File: src/rtl/mul_share_ctrl_if.sv
// Requester/multiplier bundle for the shared-multiplier scheduler.
// The slave side is the scheduler; the master side drives requests and the multiplier returns.
interface mul_share_ctrl_if #(
    parameter int unsigned NREQ = 4,
    parameter int unsigned W    = 8
);
    logic [NREQ-1:0]   req;
    logic [NREQ*W-1:0] req_a;
    logic [NREQ*W-1:0] req_b;
    logic [NREQ-1:0]   gnt;
    logic [NREQ-1:0]   done;
    logic              err;
    logic [2*W-1:0]    result;
    logic              ctrl_busy;
    logic              mul_start;
    logic [W-1:0]      mul_a;
    logic [W-1:0]      mul_b;
    logic              mul_busy;
    logic [W:0]        mul_hreg;
    logic [W-1:0]      mul_lreg;

    modport master (
        output req, req_a, req_b, mul_busy, mul_hreg, mul_lreg,
        input  gnt, done, err, result, ctrl_busy, mul_start, mul_a, mul_b
    );

    modport slave (
        input  req, req_a, req_b, mul_busy, mul_hreg, mul_lreg,
        output gnt, done, err, result, ctrl_busy, mul_start, mul_a, mul_b
    );
endinterface

File: src/rtl/mul_share_ctrl.sv
// Round-robin scheduler sharing one shift-add multiplier among NREQ requesters,
// with a watchdog on the multiplier start/busy handshake.
module mul_share_ctrl #(
    parameter int unsigned NREQ    = 4,
    parameter int unsigned W       = 8,
    parameter int unsigned TMO_HI  = 4,
    parameter int unsigned TMO_RUN = 2*W+4
) (
    input  logic           clk,
    input  logic           rst,
    mul_share_ctrl_if.slave bus
);
    localparam int unsigned IW   = (NREQ > 1) ? $clog2(NREQ) : 1;
    localparam int unsigned TMAX = (TMO_RUN > TMO_HI) ? TMO_RUN : TMO_HI;
    localparam int unsigned TW   = $clog2(TMAX + 1);

    typedef enum logic [2:0] {IDLE, CLEAR, WAIT_HI, RUN, RESP} state_t;

    state_t          state_q, state_d;
    logic [NREQ-1:0] gnt_q, gnt_d;
    logic [NREQ-1:0] done_q, done_d;
    logic            err_q, err_d;
    logic [2*W-1:0]  result_q, result_d;
    logic [2*W-1:0]  prod_q, prod_d;
    logic            fault_q, fault_d;
    logic            start_q, start_d;
    logic [W-1:0]    mul_a_q, mul_a_d;
    logic [W-1:0]    mul_b_q, mul_b_d;
    logic [TW-1:0]   timer_q, timer_d;
    logic [IW-1:0]   rr_last_q, rr_last_d;
    logic            cbusy_q, cbusy_d;

    logic [W-1:0]    op_a [NREQ];
    logic [W-1:0]    op_b [NREQ];
    logic [IW-1:0]   cand;
    logic [IW-1:0]   pick_idx;
    logic            pick_vld;

    // Unpack the flattened operand buses into per-requester slots.
    always_comb begin
        for (int i = 0; i < int'(NREQ); i++) begin
            op_a[i] = bus.req_a[i*W +: W];
            op_b[i] = bus.req_b[i*W +: W];
        end
    end

    // First set request searching upward from the slot after the last winner.
    always_comb begin
        cand     = '0;
        pick_vld = 1'b0;
        pick_idx = rr_last_q;
        for (int k = 1; k <= int'(NREQ); k++) begin
            cand = IW'((int'(rr_last_q) + k) % int'(NREQ));
            if (!pick_vld && bus.req[cand]) begin
                pick_vld = 1'b1;
                pick_idx = cand;
            end
        end
    end

    always_comb begin
        state_d   = state_q;
        gnt_d     = gnt_q;
        done_d    = '0;
        err_d     = 1'b0;
        result_d  = result_q;
        prod_d    = prod_q;
        fault_d   = fault_q;
        start_d   = start_q;
        mul_a_d   = mul_a_q;
        mul_b_d   = mul_b_q;
        timer_d   = timer_q;
        rr_last_d = rr_last_q;

        unique case (state_q)
            IDLE: begin
                start_d = 1'b0;
                if (pick_vld) begin
                    gnt_d     = NREQ'(1) << pick_idx;
                    mul_a_d   = op_a[pick_idx];
                    mul_b_d   = op_b[pick_idx];
                    rr_last_d = pick_idx;
                    fault_d   = 1'b0;
                    state_d   = CLEAR;
                end
            end
            CLEAR: begin
                start_d = 1'b1;
                timer_d = '0;
                state_d = WAIT_HI;
            end
            WAIT_HI: begin
                if (bus.mul_busy) begin
                    timer_d = '0;
                    state_d = RUN;
                end else if (timer_q == TW'(TMO_HI - 1)) begin
                    fault_d = 1'b1;
                    state_d = RESP;
                end else begin
                    timer_d = timer_q + TW'(1);
                end
            end
            RUN: begin
                if (!bus.mul_busy) begin
                    prod_d  = {bus.mul_hreg[W-1:0], bus.mul_lreg};
                    state_d = RESP;
                end else if (timer_q == TW'(TMO_RUN - 1)) begin
                    fault_d = 1'b1;
                    state_d = RESP;
                end else begin
                    timer_d = timer_q + TW'(1);
                end
            end
            RESP: begin
                done_d   = NREQ'(1) << rr_last_q;
                err_d    = fault_q;
                result_d = fault_q ? '0 : prod_q;
                start_d  = 1'b0;
                gnt_d    = '0;
                state_d  = IDLE;
            end
            default: state_d = IDLE;
        endcase

        cbusy_d = (state_d != IDLE);
    end

    always_ff @(posedge clk or posedge rst) begin
        if (rst) begin
            state_q   <= IDLE;
            gnt_q     <= '0;
            done_q    <= '0;
            err_q     <= 1'b0;
            result_q  <= '0;
            prod_q    <= '0;
            fault_q   <= 1'b0;
            start_q   <= 1'b0;
            mul_a_q   <= '0;
            mul_b_q   <= '0;
            timer_q   <= '0;
            rr_last_q <= IW'(NREQ - 1);
            cbusy_q   <= 1'b0;
        end else begin
            state_q   <= state_d;
            gnt_q     <= gnt_d;
            done_q    <= done_d;
            err_q     <= err_d;
            result_q  <= result_d;
            prod_q    <= prod_d;
            fault_q   <= fault_d;
            start_q   <= start_d;
            mul_a_q   <= mul_a_d;
            mul_b_q   <= mul_b_d;
            timer_q   <= timer_d;
            rr_last_q <= rr_last_d;
            cbusy_q   <= cbusy_d;
        end
    end

    assign bus.gnt       = gnt_q;
    assign bus.done      = done_q;
    assign bus.err       = err_q;
    assign bus.result    = result_q;
    assign bus.ctrl_busy = cbusy_q;
    assign bus.mul_start = start_q;
    assign bus.mul_a     = mul_a_q;
    assign bus.mul_b     = mul_b_q;
endmodule

File: src/flat_wrapper.sv
// flat-port wrapper written by rule: the top's interface ports become plain ports
module mul_share_ctrl_flat 
#(
    parameter int unsigned NREQ    = 4,
    parameter int unsigned W       = 8,
    parameter int unsigned TMO_HI  = 4,
    parameter int unsigned TMO_RUN = 2*W+4
)
  (clk, rst, bus_req, bus_req_a, bus_req_b, bus_mul_busy, bus_mul_hreg, bus_mul_lreg, bus_gnt, bus_done, bus_err, bus_result, bus_ctrl_busy, bus_mul_start, bus_mul_a, bus_mul_b);
  mul_share_ctrl_if #(.NREQ(NREQ), .W(W)) bus_i ();
  input  logic clk;
  input  logic rst;
  input wire logic [$bits(bus_i.req)-1:0] bus_req;
  input wire logic [$bits(bus_i.req_a)-1:0] bus_req_a;
  input wire logic [$bits(bus_i.req_b)-1:0] bus_req_b;
  input wire logic [$bits(bus_i.mul_busy)-1:0] bus_mul_busy;
  input wire logic [$bits(bus_i.mul_hreg)-1:0] bus_mul_hreg;
  input wire logic [$bits(bus_i.mul_lreg)-1:0] bus_mul_lreg;
  output wire logic [$bits(bus_i.gnt)-1:0] bus_gnt;
  output wire logic [$bits(bus_i.done)-1:0] bus_done;
  output wire logic [$bits(bus_i.err)-1:0] bus_err;
  output wire logic [$bits(bus_i.result)-1:0] bus_result;
  output wire logic [$bits(bus_i.ctrl_busy)-1:0] bus_ctrl_busy;
  output wire logic [$bits(bus_i.mul_start)-1:0] bus_mul_start;
  output wire logic [$bits(bus_i.mul_a)-1:0] bus_mul_a;
  output wire logic [$bits(bus_i.mul_b)-1:0] bus_mul_b;
  assign bus_i.req = bus_req;
  assign bus_i.req_a = bus_req_a;
  assign bus_i.req_b = bus_req_b;
  assign bus_i.mul_busy = bus_mul_busy;
  assign bus_i.mul_hreg = bus_mul_hreg;
  assign bus_i.mul_lreg = bus_mul_lreg;
  assign bus_gnt = bus_i.gnt;
  assign bus_done = bus_i.done;
  assign bus_err = bus_i.err;
  assign bus_result = bus_i.result;
  assign bus_ctrl_busy = bus_i.ctrl_busy;
  assign bus_mul_start = bus_i.mul_start;
  assign bus_mul_a = bus_i.mul_a;
  assign bus_mul_b = bus_i.mul_b;
  mul_share_ctrl #(.NREQ(NREQ), .W(W), .TMO_HI(TMO_HI), .TMO_RUN(TMO_RUN)) u_core (.clk(clk), .rst(rst), .bus(bus_i));
endmodule
File: config.mk
export PLATFORM = sky130hd
export DESIGN_NAME = mul_share_ctrl_flat
export DESIGN_NICKNAME = d
export VERILOG_FILES = /design/src/rtl/mul_share_ctrl_if.sv /design/src/rtl/mul_share_ctrl.sv /design/src/flat_wrapper.sv
export SDC_FILE = /design/constraint.sdc
export NUM_CORES = 1
export LEC_CHECK = 0
export BUFFER_PORTS_ARGS = -buffer_cell sky130_fd_sc_hd__buf_4
export CORE_UTILIZATION = 45
export CTS_CLUSTER_DIAMETER = 200
export DETAILED_ROUTE_END_ITERATION = 8
export GPL_TIMING_DRIVEN = 0
export PLACE_DENSITY = 0.74
export RECOVER_POWER = 100
export SYNTH_ARGS = -nofsm -noshare
export SYNTH_HDL_FRONTEND = slang
export SYNTH_SLANG_ARGS = --single-unit
File: constraint.sdc
create_clock -name clk -period 3.59 [get_ports clk]
set_input_delay 0.359 -clock clk [delete_from_list [all_inputs] [get_ports clk]]
set_output_delay 0.359 -clock clk [all_outputs]
set_load 0.05 [all_outputs]
# --- After elaboration in Yosys (flattened, before gate mapping) ---
# Index checks and enable logic that the tools add are counted.
word_totals:
  register_bits: 70
  in_bits: 88
  word_cells: 103
classes:
  n_addsub: 5
  magnitude_cmp: 5
  eq_ne: 13
  shift: 2
  muxes: 45
  n_bitwise: 2
  reduce_logical: 18
ops:
  columns: ["cell", "count"]
  rows:
  - ["$bmux 8 s2", 2]
  - ["$mux 8", 4]
  - ["$mux 5", 4]
  - ["$mux 16", 1]
  - ["$mux 3", 5]
  - ["$pmux 5 s3", 1]
  - ["$mux 1", 14]
  - ["$lt 2x3->1 const B", 4]
  - ["$pmux 3 s4", 1]
  - ["$reduce_bool 3->1", 3]
  - ["$bmux 1 s2", 4]
  - ["$mux 2", 4]
  - ["$mux 4", 2]
  - ["$pmux 4 s2", 1]
  - ["$shl 1x2->4 const A", 2]
  - ["$eq 3x2->1 const B", 2]
  - ["$ne 2x1->1 const B", 3]
  - ["$ne 2x2->1 const B", 3]
  - ["$reduce_and 2->1", 3]
  - ["$reduce_and 6->1", 1]
  - ["$add 5x1->5 const B", 1]
  - ["$eq 5x2->1 const B", 1]
  - ["$eq 5x5->1 const B", 1]
  - ["$add 2x1->2 const B", 2]
  - ["15 further kinds", 21]

# --- Logic depth before layout (Yosys ltp) ---
# Gate-level depths: netlist of run 1.
depth:
  word_depth: 17
  depth_mapped: 12
  mapped_depth_nobuf: 8

# --- Least setup slack after synthesis of run 1 ---
# Ideal clock, no wire load.
synth_path:
  path_type: "register to register"
  startpoint: "register u_core.rr_last_q[0]"
  endpoint: "register u_core.mul_a_q[6] (netlist: u_core.bus.mul_a[6])"
  arrival_ns: 2.752
  t_required_ns: 3.452
  path_slack_ns: 0.700
  stages_incl_launch_ff: 13
  synth_period_minus_slack_ns: 2.890
  path_cell_list: "dfstp_2 -> buf_6 -> inv_1 -> ha_1 -> clkbuf_1 -> mux4_1 -> or2_4 -> nor3_2 -> or4_4 -> nand2b_1 -> buf_2 -> buf_4 -> o221ai_1"
synth_between:
  elab_chain_cells: 17
synth_lines:
  columns: ["element", "line", "source"]
  rows:
  - ["start: declaration", "mul_share_ctrl.sv:30", "logic [IW-1:0] rr_last_q, rr_last_d;"]
  - ["start signal: assignment", "mul_share_ctrl.sv:141", "rr_last_q <= IW'(NREQ - 1);"]
  - ["start signal: assignment", "mul_share_ctrl.sv:155", "rr_last_q <= rr_last_d;"]
  - ["$add 2x1->2", "mul_share_ctrl.sv:53", "cand = IW'((int'(rr_last_q) + k) % int'(NREQ));"]
  - ["$bmux 1 s2", "mul_share_ctrl.sv:54", "if (!pick_vld && bus.req[cand]) begin"]
  - ["$mux 1 (implied by the code)", "mul_share_ctrl.sv:54", null]
  - ["$mux 1", "mul_share_ctrl.sv:54", null]
  - ["$logic_not 1->1", "mul_share_ctrl.sv:54", null]
  - ["$logic_and 1x1->1", "mul_share_ctrl.sv:54", null]
  - ["$mux 1", "mul_share_ctrl.sv:54", null]
  - ["$logic_not 1->1", "mul_share_ctrl.sv:54", null]
  - ["$logic_and 1x1->1", "mul_share_ctrl.sv:54", null]
  - ["$mux 1", "mul_share_ctrl.sv:54", null]
  - ["$logic_not 1->1", "mul_share_ctrl.sv:54", null]
  - ["$logic_and 1x1->1", "mul_share_ctrl.sv:54", null]
  - ["$mux 2", "mul_share_ctrl.sv:54", null]
  - ["$not 2->3 (implied by the code)", "mul_share_ctrl.sv:80", "mul_a_d = op_a[pick_idx];"]
  - ["$bmux 8 s2", "mul_share_ctrl.sv:80", null]
  - ["$mux 8 (implied by the code) (2 in a row)", "mul_share_ctrl.sv:80", null]
  - ["end signal: assignment", "mul_share_ctrl.sv:152", "mul_a_q <= mul_a_d;"]
  - ["end: declaration", "mul_share_ctrl.sv:27", "logic [W-1:0] mul_a_q, mul_a_d;"]
# Parallel ways exist; a longest one is shown, timed or not. The select of a mux whose other input is x is not followed.
# A chain may end at the register's enable or synchronous reset.

# --- Worst setup path after layout of run 1 ---
layout_path:
  startpoint: "register u_core.rr_last_q[0]"
  endpoint: "register u_core.mul_b_q[2] (netlist: u_core.bus.mul_b[2])"
layout_between:
  elab_chain_cells: 17
layout_lines:
  columns: ["element", "line", "source"]
  rows:
  - ["$add 2x1->2", "mul_share_ctrl.sv:53", null]
  - ["$bmux 1 s2", "mul_share_ctrl.sv:54", null]
  - ["$mux 1 (implied by the code)", "mul_share_ctrl.sv:54", null]
  - ["$mux 1", "mul_share_ctrl.sv:54", null]
  - ["$logic_not 1->1", "mul_share_ctrl.sv:54", null]
  - ["$logic_and 1x1->1", "mul_share_ctrl.sv:54", null]
  - ["$mux 1", "mul_share_ctrl.sv:54", null]
  - ["$logic_not 1->1", "mul_share_ctrl.sv:54", null]
  - ["$logic_and 1x1->1", "mul_share_ctrl.sv:54", null]
  - ["$mux 1", "mul_share_ctrl.sv:54", null]
  - ["$logic_not 1->1", "mul_share_ctrl.sv:54", null]
  - ["$logic_and 1x1->1", "mul_share_ctrl.sv:54", null]
  - ["$mux 2", "mul_share_ctrl.sv:54", null]
  - ["$not 2->3 (implied by the code)", "mul_share_ctrl.sv:81", "mul_b_d = op_b[pick_idx];"]
  - ["$bmux 8 s2", "mul_share_ctrl.sv:81", null]
  - ["$mux 8 (implied by the code) (2 in a row)", "mul_share_ctrl.sv:81", null]
  - ["end signal: assignment", "mul_share_ctrl.sv:153", "mul_b_q <= mul_b_d;"]
  - ["end: declaration", "mul_share_ctrl.sv:28", "logic [W-1:0] mul_b_q, mul_b_d;"]
# Parallel ways exist; a longest one is shown, timed or not. The select of a mux whose other input is x is not followed.

==> impl_metrics.py, run 1 <==
metrics = {
    "outcome": {
        "status": "finished with violations",
        "violations": "max-capacitance violations, max-slew violations",
    },
    "global_routing": {
        "grt_pass1_wl_microns": 13500,
        "grt_pass1_vias": 2919,
        "grt_start_max_net_pins": 71,
        "overflow": 0,
        "antenna_found_initial": 0,
        "grt_usage": 0.207,
    },
    "clock_tree": {
        "cts_buffers": 9,
        "clkSinkCount": 70,
        "path_clk_slew_ns": 0.08,
        "postCtsSetupBuffers": 0,
        "cts_max_level": 3,
        "cts_tree": "done",
        "hold_buffers": 0,
        "clock_path_buffers": 2,
        "cts_resized": 0,
        "clock_latency_ns": 0.34,
        "root_buffer": "clkbuf_8",
    },
    "logic_synthesis": {
        "synthArstFlopShare": 1.00,
        "synth_flop_cell": "dfrtp_1",
        "synth-seq-cells": 70,
        "ys_seq_area_frac": 0.496,
        "synth_edf_count": 0,
        "synth_top_family_by_area": "multiplexers",
        "ys_types": 44,
        "syn_nets": 415,
        "synth_area_sq_um": 3540,
        "synth_simple_gate_area_frac": 0.143,
        "synthXorXnorAreaFrac": 0.00707,
        "synth_cells": 322,
        "yosysWarnings": 0,
        "synth-compound-area-share": 0.112,
        "syn_avg_cell_area_sq_um": 11.0,
        "synthAdderAreaFrac": 0.0177,
        "muxShareOfSynthArea": 0.178,
    },
    "detailed_routing": {
        "topRoutingLayerUsed": "met4",
        "dr_wl_met2_microns": 4230,
        "routed_via_density": 5.24,
        "drt_iter0_drc": 122,
        "wire_per_inst_microns": 14.8,
        "wl_met3_microns": 529,
        "route.vias.total": 2968,
        "drt_first_pass_iters": 4,
        "drc_errors": 0,
        "wl_met1_microns": 3510,
        "ant_nets": 0,
        "drt-total-wl_microns": 8400,
    },
    "critical_path": {
        "critical_path_required_ns": 3.79,
        "critical_path_class": "flop to flop",
        "endpoint": "u_core.bus.mul_b[2]",
        "path_cells": "buf_6 > inv_1 > ha_1 > clkbuf_1 > mux4_1 > or2_4 > nor3_2 > or4_1 > nand2b_1 > buf_2 > buf_4 > o221ai_1",
        "cp_max_fo": 10,
        "reg2reg_slack_ns": 0.27,
        "startpoint": "u_core.rr_last_q[0]",
        "cp-start-kind": "flop",
        "crit_slowest_cell": "dfstp_2",
        "cp.arrival_ns": 3.51,
        "r2r-start": "u_core.rr_last_q[0]",
        "end_kind": "flop",
        "rr_endpoint": "u_core.bus.mul_b[2]",
        "slowest_delay_ns": 0.61,
        "r2r_cells": 12,
    },
    "finish": {
        "antenna_cells": 0,
        "final_util": 0.631,
        "layout_common_cells": "buf_4 (87), dfrtp_1 (68), clkbuf_1 (50)",
        "drive_above_1_share": 0.300,
        "area_delta_synth_final_pct": 32.1,
        "nets": 555,
        "fin_area_sq_um": 4670,
        "stdcell_count": 566,
        "mostFrequentLayoutCell": "buf_4",
    },
    "timing": {
        "post-route-period-util": 0.924,
        "hold_slack_ns": 0.254,
        "relSlewSlack": -0.712,
        "setup_viol": 0,
        "tns_ns": 0,
        "min_period_ns": 3.32,
        "rsz0062_at_grt": "no",
        "fmax_mhz": 302,
        "clock_skew_ns": 0.00935,
        "fin_ws_ns": 0.274,
        "final-max-slew-violation-count": 71,
        "worst_pin_slew_ns": 2.57,
        "hold_violations": 0,
    },
    "floorplanning": {
        "rows": 31,
        "die_h_microns": 90.7,
        "io_pins": 131,
        "start_util": 0.478,
        "die_area_sq_um": 8220,
        "fp.dieW_microns": 90.7,
        "coreArea_sq_um": 7410,
    },
    "place": {
        "post_dp_cell_area_sq_um": 4630,
        "dp.cells": 550,
        "dp_hpwl_microns": 6290,
        "port_buffers": 129,
        "place_ws_ns": 0.289,
        "gp_congestion": 0.802,
    },
    "min_path": {
        "min_path_type": "input port to flop",
    },
    "power": {
        "cellPowerDensity_nw_per_um2": 1050,
        "vdd_drop_max_v": 0.000501,
        "power_mw": 4.89,
        "power_leakage_nw": 2.26,
    },
    "job": {
        "maxCapViolations": 1,
    },
}
==> power breakdown <==
group | switching (mW) | internal, mW | total [mW]
combinational | 1.83 | 1.06 | 2.89
sequential | 0.203 | 1.14 | 1.34
clock | 0.294 | 0.359 | 0.652
total | 2.32 | 2.56 | 4.89
==> cells by family after synthesis <==
logic type / after synthesis
compound gates: 61
xor+xnor: 2
fa+ha+maj: 5
buf+inv: 28
flops: 70
mux: 55
simple gates: 101
==> layer usage <==
layer	global-route usage	vias to the layer above
li1	-	1431
met1	0.248	1428
met2	0.359	99
met3	0.0547	10
met4	0.0712	0
met5	0	-
==> how the worst min path moves through the flow <==
stage	to	slack, ns	start	cells after the start
4_1_cts	u_core.bus.result[4]	0.23	rst	2
2_1_floorplan	u_core.timer_q[3]	0.47	u_core.timer_q[3]	1
3_5_place_dp	u_core.bus.result[7]	0.47	u_core.bus.result[7]	2
3_3_place_gp	u_core.bus.result[0]	0.46	u_core.bus.result[0]	2
6_report	u_core.prod_q[4]	0.25	bus_mul_lreg[4]	2
5_1_grt	u_core.prod_q[12]	0.23	bus_mul_hreg[4]	2
==> registers in the layout (all words and copies together) (netlist names) <==
name,flops
u_core.state_q,3
u_core.rr_last_q,2
u_core.bus.done,4
u_core.fault_q,1
u_core.bus.err,1
u_core.bus.gnt,4
u_core.bus.ctrl_busy,1
u_core.bus.mul_start,1
u_core.bus.result,16
u_core.prod_q,16
u_core.timer_q,5
u_core.bus.mul_a,8
u_core.bus.mul_b,8
==> final cells by class <==
class | instances | area (sq um)
repair buffers | 129 | 807
fillers | 671 | 2730
inverters | 10 | 37.5
clock buffers | 11 | 151
plain buffers | 18 | 124
well taps | 99 | 124
clock inverters | 5 | 57.6
multi-input cells | 224 | 1620
flip-flops and latches | 70 | 1750
==> synth_stat cells, types with 3 or more instances <==
cell type  count  share of area
mux2i_1       33          0.093
o221ai_1      16          0.040
clkbuf_1       7         0.0074
and3_1         6          0.011
dfrtp_1       68           0.48
ha_1           5          0.018
buf_2          3         0.0042
nand2b_1      21          0.037
buf_6          6          0.019
mux2_2        18          0.057
nor2_1         8         0.0085
nand2_1       45          0.048
nand3_1        4         0.0057
o21ai_0       28          0.040
a21oi_1        5         0.0071
nor3_1         4         0.0057
inv_1         10          0.011
==> worst max-delay path, delay by kind of cell (launching register included) <==
family	cells	cell delay, ns
buf+inv	5	0.99
simple gates	4	0.80
flops	1	0.61
mux	1	0.36
fa+ha+maj	1	0.29
compound gates	1	0.13
Power figures use the tool's default switching activity.
==> inputs of run 2 (changes only) <==
ABC_AREA = 1   (was default)
PLACE_DENSITY = 0.73   (was 0.74)
==> impl_metrics.py, run 2 <==
metrics = {
    "finish": {
        "antenna_cells": 0,
        "drive_above_1_share": 0.231,
        "nets": 693,
        "seq_area_sq_um": 1750,
        "layout_common_cells": "nand2_1 (157), buf_4 (89), nand3_1 (72)",
        "fill_cells": 761,
        "area_delta_synth_final_pct": 31.5,
        "mostFrequentLayoutCell": "nand2_1",
        "multiInputGateArea_sq_um": 1530,
    },
    "detailed_routing": {
        "wire_per_inst_microns": 13.8,
        "route.vias.total": 3504,
        "routed_via_density": 4.96,
        "drt_iter0_drc": 127,
        "drt_first_pass_iters": 4,
        "ant_nets": 0,
        "drc_errors": 0,
        "drt-total-wl_microns": 9730,
    },
    "logic_synthesis": {
        "ys_seq_area_frac": 0.481,
        "synth_area_leaders": "dfrtp_1 (47%), nand2_1 (16%), nand3_1 (9.9%), inv_1 (6.4%), mux2_2 (4.9%)",
        "synth_flop_cell": "dfrtp_1",
        "synth_top_area_frac": 0.467,
        "synth_top_cell_by_area": "dfrtp_1",
        "synth_common_cells": "nand2_1 (155), nand3_1 (72), dfrtp_1 (68), inv_1 (62), mux2_2 (16)",
        "syn_nets": 553,
        "synth_most_common_cell": "nand2_1",
        "ys_types": 32,
        "synthArstFlopShare": 1.00,
        "synth_edf_count": 0,
        "yosysWarnings": 0,
        "synth-seq-cells": 70,
        "synth_cells": 460,
        "syn_avg_cell_area_sq_um": 7.92,
        "synth_area_sq_um": 3640,
    },
    "place": {
        "gp_congestion": 0.876,
        "dp_hpwl_microns": 6980,
        "place_ws_ns": 1.08,
        "port_buffers": 129,
    },
    "timing": {
        "clock_skew_ns": 0.0138,
        "setup_viol": 0,
        "final-max-slew-violation-count": 71,
        "relSlewSlack": -0.743,
        "fin_ws_ns": 0.727,
        "min_period_ns": 2.86,
        "post-route-period-util": 0.798,
        "hold_violations": 0,
        "tns_ns": 0,
        "worst_pin_slew_ns": 2.61,
        "fmax_mhz": 349,
        "hold_slack_ns": 0.232,
        "rsz0062_at_grt": "no",
    },
    "critical_path": {
        "rr_endpoint": "u_core.bus.mul_b[3]",
        "r2r-start": "u_core.rr_last_q[0]",
        "cp-start-kind": "flop",
        "cp_max_fo": 10,
        "end_kind": "flop",
        "reg2reg_slack_ns": 0.73,
        "cp.arrival_ns": 3.11,
        "critical_path_class": "flop to flop",
        "r2r_cells": 13,
        "critical_path_required_ns": 3.83,
    },
    "global_routing": {
        "grt_usage": 0.237,
        "grt_start_max_net_pins": 71,
        "grt_pass1_wl_microns": 15600,
        "grt_pass1_vias": 3346,
        "overflow": 0,
        "antenna_found_initial": 0,
    },
    "power": {
        "power_frac_clock": 0.145,
        "p_int_mw": 2.45,
        "p_sw_mw": 2.61,
        "power_leakage_nw": 2.58,
        "comb_power_share": 0.600,
        "swShare": 0.516,
        "vdd_drop_max_v": 0.000398,
        "seq_power_share": 0.255,
        "cellPowerDensity_nw_per_um2": 1050,
    },
    "clock_tree": {
        "cts_max_level": 3,
        "hold_buffers": 0,
        "postCtsSetupBuffers": 0,
        "cts_buffers": 9,
        "clock_path_buffers": 2,
        "root_buffer": "clkbuf_8",
        "clkSinkCount": 70,
        "cts_tree": "done",
        "cts_resized": 0,
        "path_clk_slew_ns": 0.09,
        "clock_latency_ns": 0.35,
    },
    "outcome": {
        "violations": "max-capacitance violations, max-slew violations",
        "status": "finished with violations",
    },
    "floorplanning": {
        "io_pins": 131,
        "coreArea_sq_um": 7770,
        "die_h_microns": 92.0,
        "die_area_sq_um": 8460,
        "start_util": 0.469,
        "fp.dieW_microns": 92.0,
        "rows": 32,
    },
    "job": {
        "maxCapViolations": 1,
    },
    "min_path": {
        "hp-start": "bus_mul_hreg[0]",
        "min_path_cells": 2,
        "min_delay_worst_endpoint": "u_core.prod_q[8]",
        "min_path_type": "input port to flop",
    },
}
## run 2: changes by cell type in the layout (fill, tap and decap cells not counted), moves of 6 or more
cell      delta
nand2_1    +112
nand3_1     +68
inv_1       +54
mux2i_1     -33
nand2b_1    -21
o21ai_0     -17
o221ai_1    -15
and3_1       -6
## run 2: final cells by class
type                    instances  share of cell area
repair buffers                129               0.168
clock inverters                 6              0.0193
plain buffers                  14              0.0188
inverters                      68              0.0538
clock buffers                  10              0.0287
well taps                     102              0.0266
flip-flops and latches         70               0.366
multi-input cells             308               0.318
## run 2: worst max-delay path by stage
| stage | endpoint | startpoint | depth (start not counted) | slack [ns] |
|---|---|---|---|---|
| after floorplan | u_core.bus.mul_b[3] | u_core.rr_last_q[0] | 13 | 1.43 |
| after global placement | u_core.timer_q[0] | rst | 2 | 0.59 |
| after detailed placement | u_core.bus.gnt[2] | u_core.rr_last_q[0] | 11 | 1.08 |
| after CTS | u_core.bus.gnt[2] | u_core.rr_last_q[0] | 11 | 1.05 |
| after global routing | u_core.bus.mul_a[7] | u_core.rr_last_q[0] | 11 | 0.47 |
| final | u_core.bus.mul_b[3] | u_core.rr_last_q[0] | 13 | 0.73 |
## run 2: worst max-delay path, cell delays in order (launching register included)
cell	delay (ns)
dfstp_1	0.69
inv_1	0.23
ha_1	0.40
inv_1	0.11
nand3_1	0.08
nand2_1	0.13
nand4_1	0.29
nand2_1	0.35
inv_4	0.11
buf_6	0.17
nand2_1	0.06
nand2_1	0.04
nand2_1	0.05
nand3_1	0.06
## run 2: through the flow
| step | instances | power (mW) | cell area, sq um | utilization |
|---|---|---|---|---|
| finish | 707 | 5.05 | 4790 | 0.617 |
| global route | 707 | 5.49 | 4790 | 0.617 |
| CTS | 707 | 5.26 | 4970 | 0.640 |
| detailed placement | 691 | 4.51 | 4740 | 0.611 |
| global placement | 691 | 4.45 | 4740 | 0.610 |
| floorplan | 460 | 3.64 | 3640 | - |
## run 2: power groups by stage
stage,Combinational (mW),Clock (mW),Sequential [mW]
after global placement,3.16,0,1.29
after floorplan,1.83,0,1.81
after global routing,3.38,0.783,1.32
after CTS,3.23,0.745,1.29
after detailed placement,3.21,0,1.30
final,3.03,0.735,1.29
## run 2: layer usage
metal	track usage	part of all wire
met4	0.0859	0.016
met2	0.409	0.49
met3	0.0481	0.071
met1	0.293	0.43
met5	0	0
## run 2: cells by family after synthesis
logic type | synth area share
compound gates | 0.0316
fa+ha+maj | 0.0172
buf+inv | 0.0958
flops | 0.481
mux | 0.0494
simple gates | 0.325
==> inputs of run 3 (changes only) <==
PLACE_DENSITY = 0.76   (was 0.73)
clock period = 2.4 ns   (was 3.59 ns; I/O delays follow)
==> impl_metrics.py, run 3 (synthesis gave the netlist of run 2 again) <==
metrics = {
    "global_routing": {
        "antenna_found_initial": 0,
        "grt_pass1_vias": 3406,
        "overflow": 0,
        "grt_start_max_net_pins": 71,
        "grt_usage": 0.231,
        "grt_pass1_wl_microns": 15500,
    },
    "timing": {
        "worst_pin_slew_ns": 1.46,
        "fmax_mhz": 437,
        "tns_ns": 0,
        "min_period_ns": 2.29,
        "hold_violations": 0,
        "relSlewSlack": 0.0276,
        "clock_skew_ns": 0.00605,
        "final-max-slew-violation-count": 0,
        "setup_viol": 0,
        "post-route-period-util": 0.954,
    },
    "clock_tree": {
        "root_buffer": "clkbuf_8",
        "clkSinkCount": 70,
        "hold_buffers": 0,
        "clock_path_buffers": 2,
        "clock_latency_ns": 0.34,
        "path_clk_slew_ns": 0.08,
        "cts_max_level": 3,
        "cts_buffers": 9,
        "cts_tree": "done",
    },
    "critical_path": {
        "cp_max_fo": 10,
        "critical_path_required_ns": 2.63,
        "cp.arrival_ns": 2.52,
        "startpoint": "u_core.rr_last_q[1]",
        "end_kind": "flop",
        "cp-start-kind": "flop",
        "critical_path_class": "flop to flop",
        "r2r-start": "u_core.rr_last_q[1]",
    },
    "detailed_routing": {
        "routed_via_density": 4.94,
        "wire_per_inst_microns": 13.6,
        "drt_first_pass_iters": 5,
        "drt_iter0_drc": 139,
        "drt-total-wl_microns": 9690,
        "drc_errors": 0,
        "ant_nets": 0,
        "route.vias.total": 3509,
    },
    "place": {
        "dp.cells": 691,
        "dp_hpwl_microns": 7110,
        "gp_congestion": 0.900,
        "port_buffers": 129,
        "post_dp_cell_area_sq_um": 4740,
    },
    "floorplanning": {
        "rows": 32,
        "start_util": 0.469,
        "fp.dieW_microns": 92.0,
        "io_pins": 131,
        "die_h_microns": 92.0,
        "die_area_sq_um": 8460,
        "coreArea_sq_um": 7770,
    },
    "min_path": {
        "min_path_type": "input port to flop",
        "hp-start": "bus_mul_hreg[2]",
    },
    "finish": {
        "area_delta_synth_final_pct": 32.3,
        "stdcell_count": 711,
        "final_util": 0.621,
        "antenna_cells": 0,
        "nets": 697,
        "mostFrequentLayoutCell": "nand2_1",
        "layout_common_cells": "nand2_1 (154), buf_4 (92), nand3_1 (72)",
        "fin_area_sq_um": 4820,
        "drive_above_1_share": 0.251,
    },
    "power": {
        "cellPowerDensity_nw_per_um2": 1560,
        "vdd_drop_max_v": 0.000664,
        "power_leakage_nw": 2.58,
        "power_mw": 7.55,
    },
    "job": {
        "maxCapViolations": 0,
    },
    "outcome": {
        "status": "completed",
    },
}
-- run 3: changes by cell type in the layout (fill, tap and decap cells not counted), moves of 2 or more --
cell | before | now
buf_4 | 89 | 92
nand2_1 | 157 | 154
bufinv_16 | 2 | 0
clkbuf_2 | 0 | 2
inv_1 | 64 | 62
inv_2 | 2 | 4
nand2_4 | 1 | 3
o21ai_0 | 11 | 9
o21ai_1 | 0 | 2
-- run 3: through the flow --
stage / setup WS, ns / hold slack, ns
2_1_floorplan: 0.237 / 0.391
3_3_place_gp: -0.478 / 0.466
3_5_place_dp: -0.0791 / 0.468
4_1_cts: 0.0173 / 0.107
5_1_grt: -0.00796 / 0.112
6_report: 0.110 / 0.124
-- run 3: metal layers --
metal  routed length [microns]  track usage
met1                      4070        0.280
met2                      4730        0.392
met3                       739       0.0605
met4                       153       0.0885
met5                         0            0
-- run 3: final timing paths --
kind	to	slack, ns	depth (start not counted)
max	u_core.bus.mul_b[2]	0.11	14
min	u_core.prod_q[10]	0.12	2
max reg2reg	u_core.bus.mul_b[2]	0.11	14
min reg2reg	u_core.bus.result[13]	0.48	2
max in group asynchronous	u_core.prod_q[3]	1.18	2
min in group asynchronous	u_core.bus.result[11]	0.32	2
-- run 3: where the power goes --
group          switching [mW]  total (mW)  internal, mW
registers               0.242        1.90          1.66
clock network           0.476       0.858         0.382
logic                    3.28        4.79          1.51
-- run 3: critical path: stages, from the launching register on --
cell     delay [ns]
dfstp_2        0.59
inv_1          0.12
ha_4           0.31
inv_1          0.06
nand2_2        0.09
nand2_2        0.06
inv_2          0.09
nand3_2        0.10
nand2_1        0.13
nand2_4        0.10
inv_2          0.13
nor2_4         0.07
buf_6          0.15
nand3_1        0.10
nand3_1        0.08
-- run 3: final cells by class --
type,instances,area (sq um)
tap,102,128
multi-input combinational,308,1580
sequential,70,1750
clock buffer,10,128
inverter,68,258
timing repair buffer,133,837
buffer,14,96.3
fill,723,2950
clock inverter,6,46.3
-- run 3: repair_timing --
action                     4_1_cts  5_1_grt
setup endpoints to repair       22       22
resized for setup                5        3
pin swaps                        0        1
setup buffers                    1        3
